### config.mk
export PLATFORM = sky130hd
export DESIGN_NAME = line_fetch_ctrl_flat
export DESIGN_NICKNAME = d
export VERILOG_FILES = /design/src/rtl/line_fetch_if.sv /design/src/rtl/line_fetch_ctrl.sv /design/src/flat_wrapper.sv
export SDC_FILE = /design/constraint.sdc
export NUM_CORES = 1
export LEC_CHECK = 0
export ABC_AREA = 1
export CORE_UTILIZATION = 43
export CTS_CLUSTER_DIAMETER = 30
export DETAILED_ROUTE_END_ITERATION = 10
export PLACE_DENSITY_LB_ADDON = 0.1
export SLEW_MARGIN = 25
export SYNTH_ARGS = -nofsm -noshare
export SYNTH_HDL_FRONTEND = slang
export SYNTH_SLANG_ARGS = --single-unit
export TNS_END_PERCENT = 5
### constraint.sdc
create_clock -name clk -period 3.2 [get_ports clk]
set_input_delay 0.96 -clock clk [delete_from_list [all_inputs] [get_ports clk]]
set_output_delay 0.96 -clock clk [all_outputs]
set_load 0.02 [all_outputs]
### src/rtl/line_fetch_if.sv
// rtl/line_fetch_if.sv - fetch command, data-array and memory-bus signals of the line fetch engine
interface line_fetch_if #(
    parameter int addr_width = 32,
    parameter int data_width = 32,
    parameter int list_depth = 4,
    parameter int list_width = 32
);
    localparam int TAG_W   = $clog2(list_depth);
    localparam int MADDR_W = $clog2(list_depth) + $clog2(list_width);

    logic                  fetch_req;
    logic [1:0]            fetch_cmd;
    logic [TAG_W-1:0]      fetch_tag;
    logic [addr_width-1:0] fetch_addr;
    logic                  fetch_gnt;
    logic                  fetch_done;
    logic                  busy;

    logic [MADDR_W-1:0]    mem_waddr;
    logic                  mem_wen;
    logic [data_width-1:0] mem_wdata;

    logic [MADDR_W-1:0]    wb_mem_raddr;
    logic                  wb_mem_ren;
    logic                  wb_mem_rready;
    logic [data_width-1:0] wb_mem_rdata;

    logic                  bus_req;
    logic                  bus_we;
    logic [addr_width-1:0] bus_addr;
    logic [data_width-1:0] bus_wdata;
    logic                  bus_gnt;
    logic                  bus_rvalid;
    logic [data_width-1:0] bus_rdata;

    // master: the fetch engine itself; slave: read controller, data array and bus around it
    modport master (
        input  fetch_req, fetch_cmd, fetch_tag, fetch_addr,
        output fetch_gnt, fetch_done, busy,
        output mem_waddr, mem_wen, mem_wdata,
        output wb_mem_raddr, wb_mem_ren,
        input  wb_mem_rready, wb_mem_rdata,
        output bus_req, bus_we, bus_addr, bus_wdata,
        input  bus_gnt, bus_rvalid, bus_rdata
    );

    modport slave (
        output fetch_req, fetch_cmd, fetch_tag, fetch_addr,
        input  fetch_gnt, fetch_done, busy,
        input  mem_waddr, mem_wen, mem_wdata,
        input  wb_mem_raddr, wb_mem_ren,
        output wb_mem_rready, wb_mem_rdata,
        input  bus_req, bus_we, bus_addr, bus_wdata,
        output bus_gnt, bus_rvalid, bus_rdata
    );
endinterface

### src/rtl/line_fetch_ctrl.sv
// rtl/line_fetch_ctrl.sv - cache line refill / dirty-line writeback engine
module line_fetch_ctrl #(
    parameter int addr_width = 32,
    parameter int data_width = 32,
    parameter int list_depth = 4,
    parameter int list_width = 32
) (
    input  logic           clk,
    input  logic           rst_n,
    line_fetch_if.master   fif
);
    localparam int TW  = $clog2(list_depth);
    localparam int IW  = $clog2(list_width);
    localparam int CW  = IW + 1;
    localparam int BSH = $clog2(data_width / 8);
    localparam int OFF = BSH + IW;

    localparam logic [CW-1:0]         FULL      = CW'(list_width);
    localparam logic [CW-1:0]         LAST      = CW'(list_width - 1);
    localparam logic [addr_width-1:0] BASE_MASK = {{(addr_width - OFF){1'b1}}, {OFF{1'b0}}};

    typedef enum logic [2:0] {
        S_IDLE  = 3'd0,
        S_FILL  = 3'd1,
        S_WB_RD = 3'd2,
        S_WB_WR = 3'd3,
        S_DONE  = 3'd4
    } state_t;

    state_t                state_q, state_d;
    logic [TW-1:0]         tag_q, tag_d;
    logic [addr_width-1:0] base_q, base_d;
    logic [CW-1:0]         ic_q, ic_d;
    logic [CW-1:0]         rc_q, rc_d;
    logic [CW-1:0]         wc_q, wc_d;
    logic [data_width-1:0] wdata_q, wdata_d;
    logic                  gnt;

    function automatic logic [addr_width-1:0] beat_addr(input logic [addr_width-1:0] base,
                                                       input logic [CW-1:0] k);
        return base + ({{(addr_width - CW){1'b0}}, k} << BSH);
    endfunction

    always_comb begin
        state_d = state_q;
        tag_d   = tag_q;
        base_d  = base_q;
        ic_d    = ic_q;
        rc_d    = rc_q;
        wc_d    = wc_q;
        wdata_d = wdata_q;
        gnt     = 1'b0;

        fif.fetch_gnt    = 1'b0;
        fif.fetch_done   = 1'b0;
        fif.busy         = 1'b0;
        fif.mem_waddr    = '0;
        fif.mem_wen      = 1'b0;
        fif.mem_wdata    = '0;
        fif.wb_mem_raddr = '0;
        fif.wb_mem_ren   = 1'b0;
        fif.bus_req      = 1'b0;
        fif.bus_we       = 1'b0;
        fif.bus_addr     = '0;
        fif.bus_wdata    = '0;

        case (state_q)
            S_IDLE: begin
                // gating with rst_n keeps every output low while reset is held
                if (fif.fetch_req && rst_n) begin
                    gnt    = 1'b1;
                    tag_d  = fif.fetch_tag;
                    base_d = fif.fetch_addr & BASE_MASK;
                    ic_d   = '0;
                    rc_d   = '0;
                    wc_d   = '0;
                    case (fif.fetch_cmd)
                        2'b01:   state_d = S_FILL;
                        2'b10:   state_d = S_WB_RD;
                        default: state_d = S_DONE;
                    endcase
                end
            end
            S_FILL: begin
                if (ic_q < FULL) begin
                    fif.bus_req  = 1'b1;
                    fif.bus_addr = beat_addr(base_q, ic_q);
                    if (fif.bus_gnt) ic_d = ic_q + 1'b1;
                end
                // responses are in order, so rc alone names the target word
                if (fif.bus_rvalid && (rc_q < FULL)) begin
                    fif.mem_wen   = 1'b1;
                    fif.mem_waddr = {tag_q, rc_q[IW-1:0]};
                    fif.mem_wdata = fif.bus_rdata;
                    rc_d          = rc_q + 1'b1;
                    if (rc_q == LAST) state_d = S_DONE;
                end
            end
            S_WB_RD: begin
                fif.wb_mem_ren   = 1'b1;
                fif.wb_mem_raddr = {tag_q, wc_q[IW-1:0]};
                if (fif.wb_mem_rready) begin
                    wdata_d = fif.wb_mem_rdata;
                    state_d = S_WB_WR;
                end
            end
            S_WB_WR: begin
                fif.bus_req   = 1'b1;
                fif.bus_we    = 1'b1;
                fif.bus_addr  = beat_addr(base_q, wc_q);
                fif.bus_wdata = wdata_q;
                if (fif.bus_gnt) begin
                    if (wc_q == LAST) begin
                        state_d = S_DONE;
                    end else begin
                        wc_d    = wc_q + 1'b1;
                        state_d = S_WB_RD;
                    end
                end
            end
            S_DONE: begin
                fif.fetch_done = 1'b1;
                state_d        = S_IDLE;
            end
            default: state_d = S_IDLE;
        endcase

        fif.fetch_gnt = gnt;
        fif.busy      = (state_q != S_IDLE) || gnt;
    end

    always_ff @(posedge clk or negedge rst_n) begin
        if (!rst_n) begin
            state_q <= S_IDLE;
            tag_q   <= '0;
            base_q  <= '0;
            ic_q    <= '0;
            rc_q    <= '0;
            wc_q    <= '0;
            wdata_q <= '0;
        end else begin
            state_q <= state_d;
            tag_q   <= tag_d;
            base_q  <= base_d;
            ic_q    <= ic_d;
            rc_q    <= rc_d;
            wc_q    <= wc_d;
            wdata_q <= wdata_d;
        end
    end
endmodule

### src/flat_wrapper.sv
// flat-port wrapper written by rule: the top's interface ports become plain ports
module line_fetch_ctrl_flat 
#(
    parameter int addr_width = 32,
    parameter int data_width = 32,
    parameter int list_depth = 4,
    parameter int list_width = 32
)
  (clk, rst_n, fif_fetch_req, fif_fetch_cmd, fif_fetch_tag, fif_fetch_addr, fif_fetch_gnt, fif_fetch_done, fif_busy, fif_mem_waddr, fif_mem_wen, fif_mem_wdata, fif_wb_mem_raddr, fif_wb_mem_ren, fif_wb_mem_rready, fif_wb_mem_rdata, fif_bus_req, fif_bus_we, fif_bus_addr, fif_bus_wdata, fif_bus_gnt, fif_bus_rvalid, fif_bus_rdata);
  line_fetch_if #(.addr_width(addr_width), .data_width(data_width), .list_depth(list_depth), .list_width(list_width)) fif_i ();
  input  logic clk;
  input  logic rst_n;
  input wire logic [$bits(fif_i.fetch_req)-1:0] fif_fetch_req;
  input wire logic [$bits(fif_i.fetch_cmd)-1:0] fif_fetch_cmd;
  input wire logic [$bits(fif_i.fetch_tag)-1:0] fif_fetch_tag;
  input wire logic [$bits(fif_i.fetch_addr)-1:0] fif_fetch_addr;
  output wire logic [$bits(fif_i.fetch_gnt)-1:0] fif_fetch_gnt;
  output wire logic [$bits(fif_i.fetch_done)-1:0] fif_fetch_done;
  output wire logic [$bits(fif_i.busy)-1:0] fif_busy;
  output wire logic [$bits(fif_i.mem_waddr)-1:0] fif_mem_waddr;
  output wire logic [$bits(fif_i.mem_wen)-1:0] fif_mem_wen;
  output wire logic [$bits(fif_i.mem_wdata)-1:0] fif_mem_wdata;
  output wire logic [$bits(fif_i.wb_mem_raddr)-1:0] fif_wb_mem_raddr;
  output wire logic [$bits(fif_i.wb_mem_ren)-1:0] fif_wb_mem_ren;
  input wire logic [$bits(fif_i.wb_mem_rready)-1:0] fif_wb_mem_rready;
  input wire logic [$bits(fif_i.wb_mem_rdata)-1:0] fif_wb_mem_rdata;
  output wire logic [$bits(fif_i.bus_req)-1:0] fif_bus_req;
  output wire logic [$bits(fif_i.bus_we)-1:0] fif_bus_we;
  output wire logic [$bits(fif_i.bus_addr)-1:0] fif_bus_addr;
  output wire logic [$bits(fif_i.bus_wdata)-1:0] fif_bus_wdata;
  input wire logic [$bits(fif_i.bus_gnt)-1:0] fif_bus_gnt;
  input wire logic [$bits(fif_i.bus_rvalid)-1:0] fif_bus_rvalid;
  input wire logic [$bits(fif_i.bus_rdata)-1:0] fif_bus_rdata;
  assign fif_i.fetch_req = fif_fetch_req;
  assign fif_i.fetch_cmd = fif_fetch_cmd;
  assign fif_i.fetch_tag = fif_fetch_tag;
  assign fif_i.fetch_addr = fif_fetch_addr;
  assign fif_fetch_gnt = fif_i.fetch_gnt;
  assign fif_fetch_done = fif_i.fetch_done;
  assign fif_busy = fif_i.busy;
  assign fif_mem_waddr = fif_i.mem_waddr;
  assign fif_mem_wen = fif_i.mem_wen;
  assign fif_mem_wdata = fif_i.mem_wdata;
  assign fif_wb_mem_raddr = fif_i.wb_mem_raddr;
  assign fif_wb_mem_ren = fif_i.wb_mem_ren;
  assign fif_i.wb_mem_rready = fif_wb_mem_rready;
  assign fif_i.wb_mem_rdata = fif_wb_mem_rdata;
  assign fif_bus_req = fif_i.bus_req;
  assign fif_bus_we = fif_i.bus_we;
  assign fif_bus_addr = fif_i.bus_addr;
  assign fif_bus_wdata = fif_i.bus_wdata;
  assign fif_i.bus_gnt = fif_bus_gnt;
  assign fif_i.bus_rvalid = fif_bus_rvalid;
  assign fif_i.bus_rdata = fif_bus_rdata;
  line_fetch_ctrl #(.addr_width(addr_width), .data_width(data_width), .list_depth(list_depth), .list_width(list_width)) u_core (.clk(clk), .rst_n(rst_n), .fif(fif_i));
endmodule
# [Word-level counts from Yosys, hierarchy flattened]
# Cells that the tools add are included.
[totals] ff_bits=80 latchBits=0 ramBits=0 romBits=0 in_bits=106 word_cells=77 n_memories=0
[classes] n_addsub=5 mul=0 div=0 magnitude_cmp=2 n_eq_ne=16 n_shift=0 muxes=34 n_bitwise=0 reduce_logical=13
[op_table] operator="$mux W32" n=4
[op_table] operator="$add A32 B8 Y32" n=2
[op_table] operator="$pmux W32 S2" n=1
[op_table] operator="$mux W6" n=6
[op_table] operator="$pmux W6 S2" n=3
[op_table] operator="$mux W7" n=3
[op_table] operator="$add A6 B1 Y6 const B" n=3
[op_table] operator="$mux W3" n=6
[op_table] operator="$eq A6 B5 Y1 const B" n=2
[op_table] operator="$lt A6 B6 Y1 const B" n=2
[op_table] operator="$pmux W3 S4" n=1
[op_table] operator="$mux W1" n=8
[op_table] operator="$ne A2 B1 Y1 const B" n=4
[op_table] operator="$ne A2 B2 Y1 const B" n=4
[op_table] operator="$reduce_and A4 Y1" n=2
[op_table] operator="$eq A3 B2 Y1 const B" n=2
[op_table] operator="$pmux W3 S2" n=1
[op_table] operator="$reduce_and A5 Y1" n=1
[op_table] operator="$reduce_and A2 Y1" n=2
[op_table] operator="$reduce_bool A2 Y1" n=2
[op_table] operator="$eq A3 B1 Y1 const B" n=1
[op_table] operator="$eq A3 B3 Y1 const B" n=1
[op_table] operator="$logic_not A3 Y1" n=1
[op_table] operator="$reduce_and A3 Y1" n=1
[op_table] operator="other kinds (6)" n=7

# [Logic depth before layout (Yosys ltp)]
[depth] depth_word=4 mapped_depth=11 mapped_depth_nobuf=11

# [Least setup slack after synthesis]
# OpenSTA, ideal clock, no wires.
[synth_path] path_type="in2out" from="in fif_bus_rvalid" to="out fif_mem_waddr[0]" arrival_ns=1.811 setup_slack_ns=0.429 cell_stages=6 n_path_buf=2 cell_sequence="nand2_1 > nor2_4 > inv_2 > buf_4 > buf_6 > nor2_2"
[synth_between] elab_chain_len=3
[synth_rtl] item="start: declaration" line_no="flat_wrapper.sv:32" rtl="input wire logic [$bits(fif_i.bus_rvalid)-1:0] fif_bus_rvalid;"
[synth_rtl] item="$logic_and A1 B1 Y1" line_no="line_fetch_ctrl.sv:91" rtl="if (fif.bus_rvalid && (rc_q < FULL)) begin"
[synth_rtl] item="$mux W7" line_no="line_fetch_ctrl.sv:91"
[synth_rtl] item="$mux W7" line_no="line_fetch_ctrl.sv:67" rtl="case (state_q)"
[synth_rtl] item="end: declaration" line_no="flat_wrapper.sv:20" rtl="output wire logic [$bits(fif_i.mem_waddr)-1:0] fif_mem_waddr;"
# No other way between the ends.

# [Worst setup path in the final report]
[layout_path] from="reg u_core.state_q[1]" to="out fif_bus_addr[8]"
[layout_between] elab_chain_len=2
[layout_rtl] item="start: declaration" line_no="line_fetch_ctrl.sv:30" rtl="state_t state_q, state_d;"
[layout_rtl] item="start signal: assignment" line_no="line_fetch_ctrl.sv:142" rtl="state_q <= state_d;"
[layout_rtl] item="$eq A3 B2 Y1 or $eq A3 B1 Y1 (tied branches)" line_no="line_fetch_ctrl.sv:67"
[layout_rtl] item="$pmux W32 S2 (*)" line_no="line_fetch_ctrl.sv:67"
[layout_rtl] item="end: declaration" line_no="flat_wrapper.sv:29" rtl="output wire logic [$bits(fif_i.bus_addr)-1:0] fif_bus_addr;"
# Every way passes the cells marked *; elsewhere a longest branch is shown, timed or not.

==> summary.txt <==
Achievable frequency: 308.1 MHz
RR Startpoint: u_core.state_q[1]
Die X: 111.5 µm
Root buffer cell: clkbuf_16
Final Wtd Congestion: 0.8524
WL final: 17090 µm
Multi-input logic area: 2565 µm²
CTS buffer count: 9
Compound-Gate Fraction of Synth Area: 0.1145
Commonest cells in the netlist: 189 x nand2_1, 155 x nor2_1, 132 x inv_1, 80 x dfrtp_1, 67 x o21ai_0
GR Util met2: 0.4954
M1 GR Usage: 0.3107
Synth area leaders: dfrtp_1 39%, nand2_1 14%, nor2_1 11%, inv_1 9.6%, o21ai_0 6.5%
Synth Flop Type: dfrtp_1
Remaining DRCs: 7
Clock insertion delay at the later pin of the skew report: 0.34 ns
Async S/R FF share, synth: 1.000
Status: complete, but fails checks
Largest family of logic cells by synthesized area: simple AND/OR/NAND/NOR gates
Vias: 5685
Detail Route Antenna Nets: 0
Crit path launch: u_core.state_q[1]
Fin nets: 1141
Syn avg cell area: 6.434 µm²
Post-Synth Adder-Cell Area: 0.01940
H-Tree Depth: 3
Met3 Use GR: 0.09254
CTS tree: yes
Die area: 12440 µm²
PwrDens: 627.3 nW/µm²
Placed cells: 1159
Final hold vios: 0
CP Capture Type: primary output
Clock-pin slew on the worst setup and hold paths: 0.06 ns
Grt total ovfl: 0
Num ports: 223
Synth cell types: 30
XOR/XNOR Fraction of Synth Area: 0.01018
Initial Util: 0.4462
Clock sinks: 80
Drt initial violations: 346
Post-CTS Setup Repair Bufs: 0
Failing checks: DRC, setup timing
Drt pass-1 iters: 8
Vias in the first global route: 5346
Final instance area: 7650 µm²
WP data required: 2.24 ns
Max clock buf depth: 2
Area grow syn2layout: 48.25%
Largest net degree at the start of global routing: 50
# setup viols final: 2
Hold WC Path Type: in2async
Max IR drop VDD: 0.0003104 V
Layout cells sized above 1: 0.1308
Slew Viols, Final: 0
Cts hold-fix bufs: 0
# diodes: 0
Max transition margin: 0.5882
Setup CP Type: reg2out
Rows: 39
Seq cells post-synth: 80
Worst-path fanout max: 32
Area after DPL: 7589 µm²
Tot GR Track Use: 0.2756
Mapped cell area: 5160 µm²
Multiplexer share of the synthesized area: 0
Post-layout util: 0.6615
Area share of and/or/nand/nor cells after synthesis: 0.3400
Syn. warnings: 0
Post-DP HPWL: 13120 µm
RSZ-0062 raised after global routing: true
Tmin final: 3.245 ns
EDFF count, synth: 0
Worst setup SP type: register
Register area share after synthesis: 0.3880
Largest area contributor in the netlist: dfrtp_1
Fin crit share: 1.014
Max cap viols: 0
Pleak: 3.847 nW
Synth Instances: 802
Sequential standard cell area: 2002 µm²
Finished Layout Cells: 1175
Top cell type's share of synthesized area: 0.3880
CP arrival: 2.29 ns
Fillcell total: 1111
Cell with the most instances after synthesis: nand2_1
GRT Max-Usage Layer: met2
Setup ws final: -0.04539 ns
Routed len/inst: 14.54 µm
I/O Buffers: 213
First-pass GRT wire length: 26590 µm
Vias/cell: 4.838
Die extent in y: 111.5 µm
Slew of the pin with the lowest slew margin: 0.6176 ns
Skew final: 0.008785 ns
Initial antenna violation count: 0
Core Region: 11560 µm²
cell families (layout without fill, tap and decap cells):
family,after synthesis,in the layout
xor+xnor,6,6
flops,80,80
buf+inv,165,394
other cells,1,2
fa+ha+maj,8,8
simple gates,428,428
compound gates,114,114
worst max-delay path, stage by stage, from the launching register on:
cell and delay (ns):
dfrtp_1 0.50, nand3_2 0.28, inv_1 0.17, buf_12 0.20
a22o_1 0.17, clkdlybuf4s50_1 0.61
cells in the final DEF, fill, tap and decap left out, types with 4 or more instances in the layout:
cell / n
nand3_1: 54
nand2_1: 183
inv_1: 131
nand4_1: 9
nand2_2: 6
clkbuf_16: 9
dlygate4sd2_1: 10
dfrtp_1: 80
nor2_4: 5
buf_2: 17
clkdlybuf4s50_1: 144
clkbuf_2: 36
nor2_2: 12
a21oi_1: 38
buf_4: 28
o21ai_0: 66
xor2_1: 5
ha_1: 5
inv_2: 4
nor2_1: 150
final timing paths:
kind | to | slack, ns | depth (start not counted)
max in group asynchronous | u_core.wdata_q[23] | 1.99 | 2
min in group clk | u_core.wdata_q[12] | 0.51 | 2
worst max-delay path | fif_bus_addr[8] | -0.05 | 5
worst min-delay path | u_core.wc_q[1] | 0.42 | 1
worst min register to register | u_core.wdata_q[12] | 0.51 | 2
worst max register to register | u_core.wc_q[1] | 1.29 | 7
state kept, by name (all words and copies together) (netlist names):
signal,flops
u_core.wdata_q,32
u_core.base_q,25
u_core.ic_q,6
u_core.rc_q,6
u_core.wc_q,6
u_core.state_q,3
u_core.tag_q,2
per-layer routing:
layer / vias to the layer above / share of wire
li1: 2921 / -
met1: 2567 / 0.40
met2: 185 / 0.51
met3: 12 / 0.078
met4: 0 / 0.013
met5: - / 0
final cells by class:
type | instances | area share
flip-flops and latches | 80 | 0.2617
well taps | 143 | 0.02339
clock inverters | 7 | 0.007033
multi-input cells | 558 | 0.3353
inverters | 136 | 0.06706
repair buffers | 242 | 0.2761
clock buffers | 9 | 0.02944
timing repair:
action / 4_1_cts / 5_1_grt
cloned: 0 / 0
endpoints found under the setup margin: 68 / 65
pin swaps: 1 / 3
resized for setup: 90 / 134
report_power, final:
group	total (W)	switching (W)	internal, W	leakage (nW)
logic	0.00210	0.00131	0.000793	2.76
clock network	0.000976	0.000445	0.000531	0.128
registers	0.00172	0.000324	0.00140	0.963
through the flow:
step                hold slack [ns]  power (W)  setup slack (ns)  setup TNS (ns)
floorplan                    0.4811   0.002977            0.4293               0
global placement             0.4915   0.003880           -0.3701          -13.81
detailed placement           0.5014   0.003916           -0.3838          -13.85
CTS                          0.4053   0.004835           -0.2047          -3.199
global route                 0.4018   0.005146           -0.1180         -0.2233
finish                       0.4187   0.004799          -0.04539        -0.05836
Note: power is estimated with default switching activity, not from simulation.
